### src/rtl/uart_tx_engine.sv
// UART transmitter engine: pops bytes from the TX FIFO and serialises them as
// start / data (LSB first) / optional parity / stop bits, timed by an integer
// clock divider.
module uart_tx_engine #(
  parameter int unsigned CLK_DIV    = 434,
  parameter int unsigned DATA_BITS  = 8,
  parameter bit          PARITY_EN  = 1'b0,
  parameter bit          PARITY_ODD = 1'b0,
  parameter int unsigned STOP_BITS  = 1
) (
  input  logic       clk,
  input  logic       rst,
  input  logic       enable,
  input  logic       fifo_empty,
  input  logic [7:0] fifo_data,
  output logic       fifo_rd_en,
  output logic       tx,
  output logic       busy,
  output logic       tx_done
);

  localparam int unsigned CntW = (CLK_DIV > 1) ? $clog2(CLK_DIV) : 1;
  localparam logic [CntW-1:0] CntMax = CntW'(CLK_DIV - 1);
  // Bits above DATA_BITS-1 of the FIFO word are dropped before shifting/parity.
  localparam logic [7:0] DataMask = 8'((16'd1 << DATA_BITS) - 16'd1);
  localparam logic [2:0] LastData = 3'(DATA_BITS - 1);
  localparam logic [2:0] LastStop = 3'(STOP_BITS - 1);

  typedef enum logic [2:0] {
    StIdle,
    StLoad,
    StStart,
    StData,
    StParity,
    StStop
  } state_e;

  state_e          state_q, state_d;
  logic [CntW-1:0] cnt_q, cnt_d;
  logic [7:0]      shreg_q, shreg_d;
  logic            par_q, par_d;
  logic [2:0]      bit_cnt_q, bit_cnt_d;
  logic            tx_q, tx_d;
  logic            done_q, done_d;
  logic            bit_end;
  logic [7:0]      data_masked;

  assign data_masked = fifo_data & DataMask;
  assign bit_end     = (cnt_q == CntMax);

  // State and datapath registers with synchronous reset; reset forces the line idle-high.
  always_ff @(posedge clk) begin
    if (rst) begin
      state_q   <= StIdle;
      cnt_q     <= '0;
      shreg_q   <= '0;
      par_q     <= 1'b0;
      bit_cnt_q <= '0;
      tx_q      <= 1'b1;
      done_q    <= 1'b0;
    end else begin
      state_q   <= state_d;
      cnt_q     <= cnt_d;
      shreg_q   <= shreg_d;
      par_q     <= par_d;
      bit_cnt_q <= bit_cnt_d;
      tx_q      <= tx_d;
      done_q    <= done_d;
    end
  end

  // Next-state, baud counter, shifter and FIFO pop strobe.
  always_comb begin
    state_d    = state_q;
    cnt_d      = cnt_q;
    shreg_d    = shreg_q;
    par_d      = par_q;
    bit_cnt_d  = bit_cnt_q;
    tx_d       = tx_q;
    done_d     = 1'b0;
    fifo_rd_en = 1'b0;

    // The divider free-runs in every bit-carrying state and wraps at CLK_DIV-1.
    if (state_q inside {StStart, StData, StParity, StStop}) begin
      cnt_d = bit_end ? '0 : cnt_q + CntW'(1);
    end

    unique case (state_q)
      StIdle: begin
        tx_d  = 1'b1;
        cnt_d = '0;
        if (enable && !fifo_empty && !rst) begin
          fifo_rd_en = 1'b1;
          state_d    = StLoad;
        end
      end

      // FIFO output is valid now, one cycle after the pop edge.
      StLoad: begin
        shreg_d   = data_masked;
        par_d     = (^data_masked) ^ PARITY_ODD;
        tx_d      = 1'b0;
        cnt_d     = '0;
        bit_cnt_d = '0;
        state_d   = StStart;
      end

      StStart: begin
        if (bit_end) begin
          tx_d      = shreg_q[0];
          shreg_d   = shreg_q >> 1;
          bit_cnt_d = '0;
          state_d   = StData;
        end
      end

      StData: begin
        if (bit_end) begin
          if (bit_cnt_q == LastData) begin
            bit_cnt_d = '0;
            if (PARITY_EN) begin
              tx_d    = par_q;
              state_d = StParity;
            end else begin
              tx_d    = 1'b1;
              state_d = StStop;
            end
          end else begin
            tx_d      = shreg_q[0];
            shreg_d   = shreg_q >> 1;
            bit_cnt_d = bit_cnt_q + 3'd1;
          end
        end
      end

      StParity: begin
        if (bit_end) begin
          tx_d      = 1'b1;
          bit_cnt_d = '0;
          state_d   = StStop;
        end
      end

      // bit_cnt is reused to count stop bits.
      StStop: begin
        if (bit_end) begin
          if (bit_cnt_q == LastStop) begin
            done_d  = 1'b1;
            state_d = StIdle;
          end else begin
            bit_cnt_d = bit_cnt_q + 3'd1;
          end
        end
      end

      default: state_d = StIdle;
    endcase
  end

  assign tx      = tx_q;
  assign tx_done = done_q;
  assign busy    = (state_q != StIdle);

endmodule

### config.mk
export PLATFORM = sky130hd
export DESIGN_NAME = uart_tx_engine
export DESIGN_NICKNAME = d
export VERILOG_FILES = /design/src/rtl/uart_tx_engine.sv
export SDC_FILE = /design/constraint.sdc
export NUM_CORES = 1
export LEC_CHECK = 0
export ABC_AREA = 1
export BUFFER_PORTS_ARGS = -buffer_cell sky130_fd_sc_hd__buf_4
export CORE_MARGIN = 2
export CORE_UTILIZATION = 57
export CTS_CLUSTER_SIZE = 8
export DETAILED_ROUTE_END_ITERATION = 10
export GPL_ROUTABILITY_DRIVEN = 0
export GPL_TIMING_DRIVEN = 1
export PLACE_DENSITY = 0.79
export RECOVER_POWER = 50
export SYNTH_ARGS = -nofsm -noshare
export SYNTH_HDL_FRONTEND = slang
export SYNTH_SLANG_ARGS = --single-unit
### constraint.sdc
create_clock -name clk -period 2 [get_ports clk]
set_input_delay 0.3 -clock clk [delete_from_list [all_inputs] [get_ports clk]]
set_output_delay 0.3 -clock clk [all_outputs]
set_load 0.02 [all_outputs]
==> results of run 1 <==
[power breakdown]
group | switching (W) | internal, W
registers | 0.0000774 | 0.000600
clock network | 0.000157 | 0.0000764
logic | 0.000592 | 0.000334
[registers in the layout, summed over array words and instances (netlist names)]
name,cells
cnt_q,9
shreg_q,8
bit_cnt_q,3
state_q,3
tx,1
tx_done,1
[critical path: cells and delay by family (launching register included)]
| family | cells | cell delay, ns |
|---|---|---|
| adders and majority gates | 1 | 0.38 |
| AOI/OAI and AO/OA | 1 | 0.38 |
| and+or+nand+nor | 2 | 0.14 |
| buffers and inverters | 3 | 0.31 |
| DFF | 1 | 0.44 |
[layer usage]
layer  part of all wire, %  up-vias  track usage [%]
li1                      -      689                -
met1                    47      572            24.87
met3                   4.0        4            3.226
met5                     0        -                0
met4                  0.89        0            6.504
met2                    48       24            35.52
[cell usage after synthesis, drive strengths merged]
| cell type | count | share of area (%) |
|---|---|---|
| nand4 | 1 | 0.42 |
| a31o | 1 | 0.59 |
| nand3 | 10 | 4.2 |
| xnor2 | 1 | 0.59 |
| a21oi | 3 | 1.8 |
| buf | 3 | 1.9 |
| nor3b | 2 | 1.0 |
| nand2 | 63 | 17 |
| mux2i | 7 | 4.7 |
| ha | 7 | 5.9 |
| xor2 | 1 | 0.59 |
| inv | 23 | 5.8 |
| nor4 | 1 | 0.42 |
| clkbuf | 1 | 0.25 |
| nor2 | 51 | 16 |
| nor3 | 4 | 1.4 |
| dfxtp | 25 | 34 |
| o21ai | 6 | 2.3 |
| a21boi | 2 | 1.0 |
[area by class of cell]
class,instances,area (µm²)
Clock inverter,1,7.507
Tap cell,30,37.54
Sequential cell,25,501.7
Fill cell,233,859.6
Clock buffer,3,22.52
Inverter,23,86.33
Multi-Input combinational cell,160,845.8
Timing Repair Buffer,17,116.4
[what timing repair did]
action,4_1_cts,5_1_grt
resized for setup,0,2
hold endpoints to repair,0,0
setup buffers,0,0
endpoints found under the setup margin,0,2
[layout by cell type, fill, tap and decap left out, types with 5 or more instances in the layout]
cell     instances
nand3_1          9
ha_1             7
o21ai_0          5
nor2_2           9
nand2_1         57
inv_1           21
dfxtp_1         24
nand2_2          6
mux2i_1          7
buf_4           14
nor2_1          40
[final timing paths]
path              start        to  slack [ns]
max          state_q[1]  cnt_q[5]        0.27
max reg2reg  state_q[1]  cnt_q[5]        0.27
min                 rst   tx_done        0.18
min reg2reg          tx        tx        0.49
[per-stage QoR]
step | util (%) | hold WS (ns) | total power, W | instances
5_1_grt | 65.30 | 0.1658 | 0.001998 | 259
6_report | 65.30 | 0.1818 | 0.001836 | 259
3_3_place_gp | 65.15 | 0.4641 | 0.001606 | 255
2_1_floorplan | - | 0.3715 | 0.001469 | 212
4_1_cts | 66.36 | 0.1729 | 0.001887 | 259
3_5_place_dp | 65.15 | 0.4688 | 0.001653 | 255
[logic make-up after synthesis]
logic type      after synthesis  share of synthesized area [%]
simple gates                132                          40.74
buf+inv                      27                          7.946
flops                        25                          33.81
compound gates               12                          5.664
mux                           7                          4.734
fa+ha+maj                     7                          5.917
xor+xnor                      2                          1.184
==> results.txt, run 1 <==
Ports - 16
Fraction of layout cells with a size suffix above 1 - 17.90%
Mean Syn Cell Area - 6.982 µm²
Slowest-stage cell, CP - dfxtp_2
Worst EP arrival - 1.97 ns
Die W - 54.96 µm
Nets - 249
Crit-path cells - inv_2 -> ha_1 -> inv_1 -> o21ai_1 -> inv_1 -> nand2_1 -> nor2_1
Maximum vdd drop - 0.6337 mV
WS Path Type - reg -> reg
Most frequent CP cell - inv_1
Vert. Die Dim - 54.96 µm
Placement Cell Area - 0.001614 mm²
PwrDens - 1135 mW/mm²
Via/cell ratio - 4.977
Final instance area - 0.001618 mm²
Die area - 0.003021 mm²
Distinct cells, synth - 27
Crit Path Max Fanout - 7
Clock Skews - 0.004904 ns
First-pass GRT wire length - 4381 µm
Later-pin clock latency in the skew report - 0.32 ns
Worst Path Required - 2.24 ns
Buffers on Ports - 15
Dpl ws - 0.1976 ns
Yosys warnings - 0
DRT Pass-1 Iters - 4
Post-layout worst setup margin - 0.2665 ns
CTS clock-pin slew for the worst setup and hold paths - 0.14 ns
Setup TNS after final layout - 0 ns
Grt ovf - 0
Mapped Area - 0.001480 mm²
Post-DP HPWL - 2154 µm
Synth Net Count - 231
Final period util - 86.67%
CP Capture Type - register
Area Growth Syn to Fin - 9.298%
F_max - 576.9 MHz
CP max stage delay - 0.44 ns
H-Tree Depth - 1
Worst hold path type - in -> reg
DRC viols - 0
Initial drt markers - 21
WL/cell - 10.79 µm
Worst R2R Path Depth - 7
Register area share after synthesis - 33.81%
Largest net degree at the start of global routing - 17
Vias post-DR - 1289
Root buf cell - clkbuf_4
Final max-slew violation count - 0
Outcome - finished, final reports clean
TritonCTS clock tree - yes
CP startpoint kind - register
Clock Path Buffers - 2
Post-synthesis cell count - 212
Ant diodes - 0
Post-route minimum period - 1.733 ns
Hold path depth - 2
Gr usage total - 20.12%
Initial antenna violation count - 0
Worst-Margin Slew - 0.4681 ns
Starting Density - 59.75%
Final Hold Viols - 0
Total Wirelength - 2794 µm
Pleak - 0.7469 nW
Vias in the first global route - 1111
Final setup fails - 0
CTS Buf Count - 3
Core ar. - 0.002477 mm²
Max-cap viol count - 0
Slew Limit Headroom - 68.73%
# clock sinks - 25
Flops & latches, synth - 25
FP Rows - 18
RSZ-0062 raised after global routing - false
Hold_buf cts - 0
Final ANT Viol Nets - 0
No activity file was read; power rests on OpenSTA's default activity.
==> inputs of run 2 (changes only) <==
--- a/config.mk
+++ b/config.mk
@@ -8,12 +8,13 @@
 export ABC_AREA = 1
 export BUFFER_PORTS_ARGS = -buffer_cell sky130_fd_sc_hd__buf_4
 export CORE_MARGIN = 2
-export CORE_UTILIZATION = 57
+export CORE_UTILIZATION = 50
+export CTS_BUF_LIST = sky130_fd_sc_hd__clkbuf_4
 export CTS_CLUSTER_SIZE = 8
 export DETAILED_ROUTE_END_ITERATION = 10
 export GPL_ROUTABILITY_DRIVEN = 0
 export GPL_TIMING_DRIVEN = 1
-export PLACE_DENSITY = 0.79
+export PLACE_DENSITY = 0.71
 export RECOVER_POWER = 50
 export SYNTH_ARGS = -nofsm -noshare
 export SYNTH_HDL_FRONTEND = slang
==> run 2 against run 1 <==
Against the previous run:
- non-clock buffer count is 1 higher
- first-iteration DRC count increased to 3.0 times the previous value
- critical path depth is 1 higher
- cell count up 0.77%
==> results.txt, run 2 (same netlist as run 1, synthesis figures left out) <==
Core ar. - 0.002781 mm²
Slowest-stage cell, CP - a21oi_4
Fill cell count - 282
Later-pin clock latency in the skew report - 0.31 ns
CP startpoint kind - register
Via/cell ratio - 4.820
Vert. Die Dim - 58.41 µm
Final Util - 58.61%
Initial drt markers - 64
R2r setup slk - 0.27 ns
RSZ-0062 raised after global routing - false
Crit Path Max Fanout - 16
M1 WL - 1452 µm
Final period util - 86.47%
CTS clock-pin slew for the worst setup and hold paths - 0.14 ns
Die W - 58.41 µm
Final ANT Viol Nets - 0
Worst EP arrival - 1.95 ns
Post-route minimum period - 1.729 ns
Slew Limit Headroom - 68.27%
Setup bufs post-CTS - 0
Crit-path cells - ha_1 -> nand2_2 -> nor2_1 -> nand3_4 -> a21oi_4 -> nand2_1 -> nand2_1 -> nor2_1
Largest Register - cnt_q
CTS Buf Count - 3
Starting Density - 53.22%
TritonCTS clock tree - yes
Max-cap viol count - 0
Initial antenna violation count - 0
Largest net degree at the start of global routing - 17
Hold_buf cts - 0
Root buf cell - clkbuf_4
CP Capture Type - register
Vias in the first global route - 1132
PostCTS Resize Cnt - 0
WS Path Type - reg -> reg
Ant diodes - 0
Worst hold path type - in -> reg
F_max - 578.2 MHz
Fraction of layout cells with a size suffix above 1 - 18.70%
DR top layer - met4
Largest regs - cnt_q x9, shreg_q x8
Worst Path Required - 2.22 ns
Max reg flops - 9
Final max-slew violation count - 0
Met3 WL - 98 µm
Leading cell type in the layout, fill and taps excluded - nand2_1
Setup TNS after final layout - 0 ns
PwrDens - 1131 mW/mm²
Most frequent cells in the layout - nand2_1, nor2_1, dfxtp_1, inv_1, buf_4
WL/cell - 10.21 µm
Routed wl met2 - 1096 µm
Final setup fails - 0
Clock Path Buffers - 2
Clock Skews - 0.003975 ns
Vias post-DR - 1258
Die area - 0.003412 mm²
Post-DP HPWL - 2063 µm
Final Hold Viols - 0
Area Growth Syn to Fin - 10.14%
CP max stage delay - 0.44 ns
Pleak - 0.7565 nW
Gr usage total - 17.82%
# clock sinks - 25
FP Rows - 19
Nets - 250
Total Wirelength - 2665 µm
Ports - 16
Buffers on Ports - 15
DRC viols - 0
First-pass GRT wire length - 4802 µm
Maximum vdd drop - 0.6642 mV
Grt ovf - 0
Worst-Margin Slew - 0.4748 ns
Outcome - finished, final reports clean
H-Tree Depth - 1
DRT Pass-1 Iters - 4
-- run 2: cell types whose count changed in the layout (fill, tap and decap cells not counted), sizes merged --
| cell | change |
|---|---|
| buf | +1 |
| clkbuf | +1 |
| clkinvlp | -1 |
-- run 2: routing by layer --
| layer | vias to the layer above | global-route usage [%] |
|---|---|---|
| li1 | 695 | - |
| met1 | 540 | 26.16 |
| met2 | 21 | 27.13 |
| met3 | 2 | 1.978 |
| met4 | 0 | 5.980 |
| met5 | - | 0 |
-- run 2: critical path, delay by kind of cell (launching register included) --
| family | cells | cell delay, ns |
|---|---|---|
| fa+ha+maj | 1 | 0.19 |
| flops | 1 | 0.43 |
| compound gates | 1 | 0.44 |
| simple gates | 6 | 0.58 |
-- run 2: power breakdown --
part	internal, W	leakage, nW	switching (W)	total (W)
registers	0.000600	0.205	0.0000755	0.000675
logic	0.000341	0.533	0.000586	0.000927
clock network	0.0000915	0.0184	0.000151	0.000243
-- run 2: final timing paths --
| kind | startpoint | cells past startpoint | endpoint |
|---|---|---|---|
| min reg2reg | tx | 2 | tx |
| max reg2reg | cnt_q[0] | 8 | shreg_q[5] |
| min | rst | 2 | bit_cnt_q[0] |
| max | cnt_q[0] | 8 | shreg_q[5] |
-- run 2: layout make-up --
cell class	count	area (µm²)	area share (%)
multi-input cells	160	849.6	52.11
clock buffers	4	30.03	1.842
inverters	23	86.33	5.295
repair buffers	18	123.9	7.598
flip-flops and latches	25	501.7	30.78
well taps	31	38.79	2.379
-- run 2: stage by stage --
| step | worst slack (ns) | power (W) | cell area [µm²] | hold slack, ns | std cells |
|---|---|---|---|---|---|
| global placement | 0.2994 | 0.001639 | 1623 | 0.4585 | 257 |
| global route | 0.02826 | 0.002031 | 1630 | 0.1531 | 261 |
| floorplan | 0.3485 | 0.001469 | 1480 | 0.3715 | 212 |
| CTS | 0.1566 | 0.001891 | 1653 | 0.1557 | 261 |
| detailed placement | 0.2035 | 0.001648 | 1623 | 0.4564 | 257 |
| finish | 0.2706 | 0.001845 | 1630 | 0.1682 | 261 |
==> inputs of run 3 (changes only) <==
--- a/config.mk
+++ b/config.mk
@@ -8,13 +8,13 @@
 export ABC_AREA = 1
 export BUFFER_PORTS_ARGS = -buffer_cell sky130_fd_sc_hd__buf_4
 export CORE_MARGIN = 2
-export CORE_UTILIZATION = 50
+export CORE_UTILIZATION = 40
 export CTS_BUF_LIST = sky130_fd_sc_hd__clkbuf_4
 export CTS_CLUSTER_SIZE = 8
 export DETAILED_ROUTE_END_ITERATION = 10
 export GPL_ROUTABILITY_DRIVEN = 0
 export GPL_TIMING_DRIVEN = 1
-export PLACE_DENSITY = 0.71
+export PLACE_DENSITY = 0.59
 export RECOVER_POWER = 50
 export SYNTH_ARGS = -nofsm -noshare
 export SYNTH_HDL_FRONTEND = slang
==> run 3 against run 2 <==
Against the previous run:
- clock-buffer cell count unchanged
- global-route usage shrank 4.6 points
- setup slack improved by 0.014 ns
- flip-flop and latch count is the same
- routed wire length down 2.1%
- critical path depth stayed put
- fmax grew 0.83%
- register-to-register slack barely moved
- cell count rose by 6.1%
- total power fell by 0.29%
- core utilization shrank 13 points
==> results.txt, run 3 (same netlist as run 1, synthesis figures left out) <==
Starting Density - 41.05%
Clock Skews - 0.005238 ns
Largest regs - cnt_q x9, shreg_q x8
Pleak - 0.7559 nW
Final max-slew violation count - 0
Setup bufs post-CTS - 0
Met3 WL - 147 µm
Total Wirelength - 2608 µm
Vias in the first global route - 980
Total power - 0.001839 W
Fill cell count - 372
Gr usage total - 13.18%
H-Tree Depth - 1
Leading cell type in the layout, fill and taps excluded - nand2_1
Post-route minimum period - 1.715 ns
Multi-input gate area - 844.6 µm²
Combinational power share - 49.9%
RSZ-0062 raised after global routing - false
DRC viols - 0
Grt ovf - 0
F_max - 583.0 MHz
Fraction of layout cells with a size suffix above 1 - 17.90%
Largest Register - cnt_q
Final period util - 85.76%
Worst-Margin Slew - 0.4701 ns
Outcome - finished, final reports clean
WL/cell - 9.415 µm
Later-pin clock latency in the skew report - 0.32 ns
Worst EP arrival - 1.98 ns
Post-DP HPWL - 1961 µm
Worst Setup EP - cnt_q[7]
Via/cell ratio - 4.491
First-pass GRT wire length - 4374 µm
Clock Power Share - 13.3%
Switching share of power - 43.81%
Max reg flops - 9
Pint - 0.001033 W
Die W - 64.83 µm
Worst Path Required - 2.27 ns
Sequential cell fraction of total power - 36.8%
Ports - 16
DR top layer - met4
Final ANT Viol Nets - 0
Sequential cell area - 501.7 µm²
Root buf cell - clkbuf_4
Max-cap viol count - 0
Most frequent cells in the layout - nand2_1, nor2_1, dfxtp_1, inv_1, buf_4
Worst hold path type - in -> reg
# clock sinks - 25
Setup TNS after final layout - 0 ns
Hold_buf cts - 0
PwrDens - 1119 mW/mm²
Slew Limit Headroom - 68.59%
R2r setup slk - 0.28 ns
Final Hold Viols - 0
Buffers on Ports - 15
Largest net degree at the start of global routing - 17
TritonCTS clock tree - yes
Initial antenna violation count - 0
Ant diodes - 0
FP Rows - 22
Worst R2R Path Depth - 8
CTS clock-pin slew for the worst setup and hold paths - 0.14 ns
CTS Buf Count - 3
Die area - 0.004203 mm²
Vert. Die Dim - 64.83 µm
Crit Path Max Fanout - 7
P_sw - 0.0008058 W
PostCTS Resize Cnt - 0
Vias post-DR - 1244
Nets - 249
Maximum vdd drop - 0.5376 mV
WS Path Type - reg -> reg
CP Capture Type - register
Routed wl met2 - 980 µm
Reg2reg end - cnt_q[7]
M1 WL - 1462 µm
DRT Pass-1 Iters - 4
Clock Path Buffers - 2
Crit. Startpoint - state_q[1]
Initial drt markers - 64
Final setup fails - 0
Core ar. - 0.003606 mm²
Reg-to-Reg Start - state_q[1]
Final Util - 45.56%
Area Growth Syn to Fin - 10.99%
CP startpoint kind - register
## run 3: cell types whose count changed in the layout (fill, tap and decap cells not counted), sizes merged
| cell | change |
|---|---|
| clkbuf | -1 |
## run 3: cell type report
class,instances,area share (%)
multi-input cells,160,51.41
flip-flops and latches,25,30.54
repair buffers,17,7.311
inverters,23,5.255
well taps,48,3.656
clock buffers,4,1.828
## run 3: metal layers
layer  vias up  track usage, %
met2        32           19.33
met4         0           3.989
li1        693               -
met3         2           2.778
met1       517           19.26
met5         -               0
## run 3: power groups by stage
stage               Clock, W  Combinational, W  Sequential (W)
floorplan                  0          0.000792        0.000677
global placement           0          0.000957        0.000685
detailed placement         0          0.000947        0.000685
CTS                 0.000256          0.000949        0.000676
global route        0.000276           0.00105        0.000689
finish              0.000244          0.000918        0.000677
## run 3: critical path: stages, from the launching register on
cell and delay (ns):
dfxtp_2 0.44, inv_2 0.10, ha_1 0.37, nand2_1 0.09
nor2_1 0.20, nand3_1 0.15, o21ai_0 0.18, nand2_1 0.07
nor2_1 0.08
## run 3: per-stage QoR
step                std cells  cell area [µm²]  worst slack (ns)  hold slack, ns
global placement          273             1637            0.2866          0.4590
global route              277             1643           0.03341          0.1521
CTS                       277             1667            0.1593          0.1632
finish                    277             1643            0.2848          0.1815
detailed placement        273             1637            0.2195          0.4577
floorplan                 212             1480            0.3485          0.3715
## run 3: worst min-delay path by stage
stage	start	end	slack [ns]	cells past startpoint
after detailed placement	tx	tx	0.46	2
after global routing	rst	bit_cnt_q[0]	0.15	2
final	rst	bit_cnt_q[0]	0.18	2
after CTS	rst	bit_cnt_q[0]	0.16	2
after global placement	tx	tx	0.46	2
after floorplan	rst	bit_cnt_q[0]	0.37	1
